## config.mk

```make
export PLATFORM = sky130hd
export DESIGN_NAME = gray_codec_flat
export DESIGN_NICKNAME = d
export VERILOG_FILES = /design/src/rtl/gray_codec_pkg.sv /design/src/rtl/gray_codec_if.sv /design/src/rtl/gray_sync.sv /design/src/rtl/gray_codec.sv /design/src/flat_wrapper.sv
export SDC_FILE = /design/constraint.sdc
export NUM_CORES = 1
export LEC_CHECK = 0
export CAP_MARGIN = 20
export CELL_PAD_IN_SITES_DETAIL_PLACEMENT = 1
export CELL_PAD_IN_SITES_GLOBAL_PLACEMENT = 1
export CORE_ASPECT_RATIO = 0.6
export CORE_UTILIZATION = 30
export DETAILED_ROUTE_END_ITERATION = 8
export MAX_ROUTING_LAYER = met4
export PLACE_DENSITY_LB_ADDON = 0.1
export RECOVER_POWER = 100
export SETUP_SLACK_MARGIN = 0.3
export SLEW_MARGIN = 20
export SYNTH_ARGS = -nofsm -noshare
export SYNTH_HDL_FRONTEND = slang
export SYNTH_SLANG_ARGS = --single-unit
```

## constraint.sdc

```tcl
create_clock -name clk -period 1 [get_ports clk]
set_input_delay 0.15 -clock clk [delete_from_list [all_inputs] [get_ports clk]]
set_output_delay 0.15 -clock clk [all_outputs]
set_load 0.1 [all_outputs]
```

## src/rtl/gray_codec_pkg.sv

```systemverilog
`default_nettype none
// ============================================================================
// Module   : gray_codec_pkg
// Purpose  : Shared width limits and the binary/Gray conversion functions.
// Revision : 1.0 - initial release
// ============================================================================
package gray_codec_pkg;

   localparam int DEFAULT_DW  = 9;
   localparam int DEFAULT_SYN = 2;
   localparam int MAX_DW      = 64;

   typedef logic [MAX_DW-1:0] code_t;

   // Callers zero-extend narrower codes; leading zeros change neither mapping.
   function automatic code_t bin2gray(input code_t b);
      return b ^ (b >> 1);
   endfunction

   function automatic code_t gray2bin(input code_t g);
      code_t b;
      b[MAX_DW-1] = g[MAX_DW-1];
      for (int i = MAX_DW - 2; i >= 0; i--) begin
         b[i] = b[i+1] ^ g[i];
      end
      return b;
   endfunction

endpackage
`default_nettype wire

```

## src/rtl/gray_codec_if.sv

```systemverilog
`default_nettype none
// ============================================================================
// Module   : gray_codec_if
// Purpose  : Valid-qualified input/output bundle of the Gray code converter.
// Revision : 1.0 - initial release
// ============================================================================
interface gray_codec_if #(
   parameter int DW = 9
);
   logic          in_vld;
   logic [DW-1:0] bin_in;
   logic [DW-1:0] gray_in;
   logic          out_vld;
   logic [DW-1:0] gray_out;
   logic [DW-1:0] bin_out;

   modport master (
      output in_vld,
      output bin_in,
      output gray_in,
      input  out_vld,
      input  gray_out,
      input  bin_out
   );

   modport slave (
      input  in_vld,
      input  bin_in,
      input  gray_in,
      output out_vld,
      output gray_out,
      output bin_out
   );
endinterface
`default_nettype wire

```

## src/rtl/gray_sync.sv

```systemverilog
`default_nettype none
// ============================================================================
// Module   : gray_sync
// Purpose  : DW-wide, SYNC_STAGES-deep flop chain with async active-low reset.
// Revision : 1.0 - initial release
// ============================================================================
module gray_sync #(
   parameter int DW          = 9,
   parameter int SYNC_STAGES = 2
) (
   input  wire logic          clk,
   input  wire logic          rst_n,
   input  wire logic [DW-1:0] d,
   output logic      [DW-1:0] q
);

   logic [DW-1:0] stage_q [SYNC_STAGES];

   always_ff @(posedge clk or negedge rst_n) begin
      if (!rst_n) begin
         for (int i = 0; i < SYNC_STAGES; i++) begin
            stage_q[i] <= '0;
         end
      end else begin
         stage_q[0] <= d;
         for (int i = 1; i < SYNC_STAGES; i++) begin
            stage_q[i] <= stage_q[i-1];
         end
      end
   end

   assign q = stage_q[SYNC_STAGES-1];

endmodule
`default_nettype wire

```

## src/rtl/gray_codec.sv

```systemverilog
`default_nettype none
// ============================================================================
// Module   : gray_codec
// Purpose  : Registered binary->Gray and Gray->binary lanes for FIFO pointers.
//            Define GRAY_SYNC_EN to put a gray_sync chain ahead of the decoder.
// Revision : 1.0 - initial release
// ============================================================================
module gray_codec
   import gray_codec_pkg::*;
#(
   parameter int DW          = DEFAULT_DW,
   parameter int SYNC_STAGES = DEFAULT_SYN
) (
   input  wire logic    clk,
   input  wire logic    rst_n,
   gray_codec_if.slave  bus
);

   logic [DW-1:0] dec_src;
   logic          dec_vld;
   logic [DW-1:0] enc_next;
   logic [DW-1:0] dec_next;
   logic [DW-1:0] gray_q;
   logic [DW-1:0] bin_q;
   logic          vld_q;

`ifdef GRAY_SYNC_EN
   logic [DW:0] sync_q;

   // Valid travels in the same chain so the bin lane hold lines up with its data.
   gray_sync #(
      .DW          (DW + 1),
      .SYNC_STAGES (SYNC_STAGES)
   ) u_sync (
      .clk   (clk),
      .rst_n (rst_n),
      .d     ({bus.in_vld, bus.gray_in}),
      .q     (sync_q)
   );

   assign dec_vld = sync_q[DW];
   assign dec_src = sync_q[DW-1:0];
`else
   if (SYNC_STAGES >= 2) begin : g_direct_decode
   end
   assign dec_vld = bus.in_vld;
   assign dec_src = bus.gray_in;
`endif

   assign enc_next = DW'(bin2gray(code_t'(bus.bin_in)));
   assign dec_next = DW'(gray2bin(code_t'(dec_src)));

   always_ff @(posedge clk or negedge rst_n) begin
      if (!rst_n) begin
         gray_q <= '0;
         bin_q  <= '0;
         vld_q  <= 1'b0;
      end else begin
         vld_q <= bus.in_vld;
         if (bus.in_vld) begin
            gray_q <= enc_next;
         end
         if (dec_vld) begin
            bin_q <= dec_next;
         end
      end
   end

   assign bus.out_vld  = vld_q;
   assign bus.gray_out = gray_q;
   assign bus.bin_out  = bin_q;

endmodule
`default_nettype wire

```

## src/flat_wrapper.sv

```systemverilog
// flat-port wrapper written by rule: the top's interface ports become plain ports
module gray_codec_flat import gray_codec_pkg::*;
#(
   parameter int DW          = DEFAULT_DW,
   parameter int SYNC_STAGES = DEFAULT_SYN
)
  (clk, rst_n, bus_in_vld, bus_bin_in, bus_gray_in, bus_out_vld, bus_gray_out, bus_bin_out);
  gray_codec_if #(.DW(DW)) bus_i ();
  input  wire logic clk;
  input  wire logic rst_n;
  input wire logic [$bits(bus_i.in_vld)-1:0] bus_in_vld;
  input wire logic [$bits(bus_i.bin_in)-1:0] bus_bin_in;
  input wire logic [$bits(bus_i.gray_in)-1:0] bus_gray_in;
  output wire logic [$bits(bus_i.out_vld)-1:0] bus_out_vld;
  output wire logic [$bits(bus_i.gray_out)-1:0] bus_gray_out;
  output wire logic [$bits(bus_i.bin_out)-1:0] bus_bin_out;
  assign bus_i.in_vld = bus_in_vld;
  assign bus_i.bin_in = bus_bin_in;
  assign bus_i.gray_in = bus_gray_in;
  assign bus_out_vld = bus_i.out_vld;
  assign bus_gray_out = bus_i.gray_out;
  assign bus_bin_out = bus_i.bin_out;
  gray_codec #(.DW(DW), .SYNC_STAGES(SYNC_STAGES)) u_core (.clk(clk), .rst_n(rst_n), .bus(bus_i));
endmodule
```

# Word-level counts from Yosys, hierarchy flattened
# Cells that the tools add are included.
totals:
  regBits: 19
  input_bits: 21
  output_inout_bits: 19
  word_cells: 12
classes:
  bitwise_logic: 9
ops:
  columns: ["cell", "n"]
  rows:
  - ["9-bit by 8-bit XOR with 9-bit output", 1]
  - ["1-bit XOR", 8]

# Logic depth before layout (Yosys ltp)
logic_depth:
  depth_word: 8
  ltp_mapped: 6
  mapped_depth_nobuf: 5

# Worst setup path before layout
# OpenSTA, ideal clock, no wires.
synth_path:
  path_type: "input to register"
  from: "input bus_gray_in[7]"
  to: "register u_core.bin_q[2] (netlist: u_core.bus.bin_out[2])"
  setup_ps: 126
  t_arrival_ps: 1280
  t_required_ps: 874
  path_slack_ps: -406
  stages: 5
  n_path_buf: 0
  cell_sequence: "xnor2_4 xor2_2 xnor3_2 xnor2_1 mux2_4"
synth_between:
  elab_chain_cells: 6
synth_rtl:
  columns: ["element", "line", "text"]
  rows:
  - ["from (decl)", "flat_wrapper.sv:13", "input wire logic [$bits(bus_i.gray_in)-1:0] bus_gray_in;"]
  - ["1-bit XOR (6 in series)", "gray_codec_pkg.sv:24", "b[i] = b[i+1] ^ g[i];"]
  - ["to (signal assigned)", "gray_codec.sv:64", "bin_q <= dec_next;"]
  - ["to (decl)", "gray_codec.sv:24", "logic [DW-1:0] bin_q;"]
# No other way between the ends.
# A chain may end at the register's enable or synchronous reset.

# Worst setup path in the final report
layout_path:
  from: "input bus_gray_in[6]"
  to: "register u_core.bin_q[2] (netlist: u_core.bus.bin_out[2])"
layout_between:
  elab_chain_cells: 5
layout_rtl:
  columns: ["element", "line"]
  rows:
  - ["1-bit XOR (5 in series)", "gray_codec_pkg.sv:24"]
# No other way between the ends.

==> flow_summary.ini <==
[placed_design]
io_buffers = 39
place_ws_ps = -1070
place_congestion = 0.759
hpwl_mm = 2.53
place_area_sq_um = 1900

[setup_path]
slowest_delay_ps = 310
worstReg2RegStart = u_core.bus.gray_out[0]
path_class = primary input to register
worst_path_max_delay_cell = xnor3_2
path_buf_inv = 1
crit_start = bus_gray_in[6]
critical-path-top-delay-family = XOR/XNOR gates
critPathArrivalTime_ps = 1420
crit_chain = buf_8 > xnor2_4 > xor2_4 > xnor3_2 > xnor2_2 > mux2_4
crit_required_ps = 1150
cp-start-kind = primary input
cp-end-kind = register
cp_max_fo = 2

[power]
p_leak_nw = 0.882
intPower_mw = 2.30
power_switching_mw = 1.88
p_clk_share_pct = 13.1
power_density_nw_per_um2 = 1890
worst_ir_drop_vdd_mv = 1.31
p_seq_share_pct = 27.4
combPwrFrac_pct = 59.5
switching_share_pct = 45.0

[drt]
top_layer_used = met4
vias = 1024
drtPass1Iterations = 4
viasPerCell = 4.81
post_drt_wl_per_cell_um = 17.7
drt-total-wl_mm = 3.76
antenna_left = 0
drc = 0
wl_met3_um = 184
met1_length_mm = 1.51
dr_wl_met2_mm = 2.04
dr.first_iter.drc_count = 38

[clock_network]
h-tree-depth = 1
cts_buffers = 3
cts_tree = done
hold_buffers = 0
cts_sinks = 19
cts-root-buf = clkbuf_8
clk_pin_slew_worst_paths_ps = 80
clkLatencyLatePin_ps = 250
max-clock-path-buffers = 2

[synthesis]
synth_seq_cells = 19
syn_inst = 102
syn_avg_cell_area_sq_um = 10.4
synth_cell_types = 26
yosysSeqAreaShare_pct = 44.9
synth.cell_area_sq_um = 1060
ys_warn_count = 0
synth_nets = 123

[sta]
finalWorstSetupSlack_ps = -266
post-route-period-util_pct = 127
worst_pin_slew_ps = 608
finClkSkew_ps = 0
rsz0062_at_grt = true
tns_ps = -2470
max_slew_margin_pct = 59.5
fmax_mhz = 790
finalSetupViolations = 26
hold_viol = 0
period_needed_ps = 1270
slew_violations = 0
fin_hold_ws_ps = 148

[grt]
grt_pass1_vias = 1091
grt_pass1_wl_mm = 5.62
grt_overflow_total = 0
antenna_found_initial = 0
grt_max_degree = 20
grt_usage_pct = 22.2

[layout]
layout_common_cells = buf_12 (19), dfrtp_4 (19), buf_4 (15)
fin_nets = 190
multiInputGateArea_sq_um = 751
utilization_pct = 66.8
diodes = 0
stdcell_area_sq_um = 2210
synthToLayoutAreaGrowth_pct = 108
drive_gt1_share_pct = 64.3
seqCellArea_sq_um = 547
n_fill_cell = 320

[die]
dieArea_sq_um = 3780
io_pins = 40
rows = 16
core-area_sq_um = 3300
initial_core_util_pct = 32.1
die_x_um = 78.7
fp.dieH_um = 48.0

[run_status]
status = complete, but fails checks
violations = negative setup slack

[worst_hold_path]
hold_start = bus_gray_in[8]
hp-class = primary input to register

[flow_run]
cap_violations = 0
==> per-stage QoR <==
stage	cells	power, mW
global route	213	4.33
detailed placement	196	3.36
CTS	209	4.07
global placement	196	3.31
finish	213	4.18
floorplan	102	2.43
==> layer usage <==
layer,vias to the layer above,track usage [%]
li1,485,-
met1,502,24.4
met2,33,43.3
met3,4,5.52
met4,0,2.22
met5,-,-
==> sequential cells by signal, summed over array words and instances, names as in the netlist <==
name / flops
u_core.bus.out_vld: 1
u_core.bus.gray_out: 9
u_core.bus.bin_out: 9
==> kinds of logic after synthesis <==
| family | share of synthesized area, % |
|---|---|
| buf+inv | 3.07 |
| xor+xnor | 22.0 |
| compound gates | 8.62 |
| simple gates | 15.8 |
| flops | 44.9 |
| mux | 5.67 |
==> area by class of cell <==
cell class / count / share of cell area (%)
clock buffers: 4 / 2.04
inverters: 2 / 0.340
multi-input cells: 76 / 34.0
flip-flops and latches: 19 / 24.8
well taps: 45 / 2.55
repair buffers: 67 / 36.3
==> power groups by stage <==
stage	clock network (mW)	logic (mW)	registers [mW]
final	0.547	2.49	1.15
after global routing	0.596	2.57	1.17
after CTS	0.558	2.37	1.14
after detailed placement	0	2.20	1.16
after global placement	0	2.16	1.15
after floorplan	0	0.358	2.07
==> path summary, 6_finish.rpt <==
path	endpoint	slack (ps)	cells after the start
max in group asynchronous	u_core.bus.bin_out[0]	210	2
worst min register to register	u_core.bus.bin_out[8]	600	1
worst max register to register	u_core.bus.gray_out[0]	-10	4
worst max-delay path	u_core.bus.bin_out[2]	-270	6
worst min-delay path	u_core.bus.bin_out[8]	150	2
min in group asynchronous	u_core.bus.gray_out[6]	400	2
==> worst register-to-register path: stages, from the launching register on <==
cell and delay [ps]:
dfrtp_4 500, buf_6 120, buf_6 110, nor2_4 90
a21oi_2 50
==> cell usage after synthesis <==
cell	number	area, sq um
xnor2_1	16	140
nand2_1	8	30.0
nor4_1	1	6.26
o21ai_1	1	5.00
inv_1	2	7.51
nand4_1	4	25.0
clkbuf_1	3	11.3
xnor3_2	1	23.8
mux2_4	1	15.0
a21oi_1	12	60.1
xor2_1	1	8.76
and4b_1	2	20.0
buf_1	1	3.75
xnor2_4	1	27.5
a41oi_1	3	26.3
mux2_2	4	45.0
nand4b_1	1	8.76
dfrtp_1	19	475
xnor2_2	1	16.3
and4_1	1	8.76
nor4b_1	1	8.76
nor2_1	13	48.8
nor2b_1	1	6.26
xor2_2	1	16.3
buf_2	2	10.0
nor3_1	1	5.00
==> what timing repair did <==
action,CTS,global route
setup endpoints to repair,38,37
pin swaps,10,6
setup buffers,8,4
gates resized for setup,69,31
cloned,1,0
Note: power is estimated with default switching activity, not from simulation.
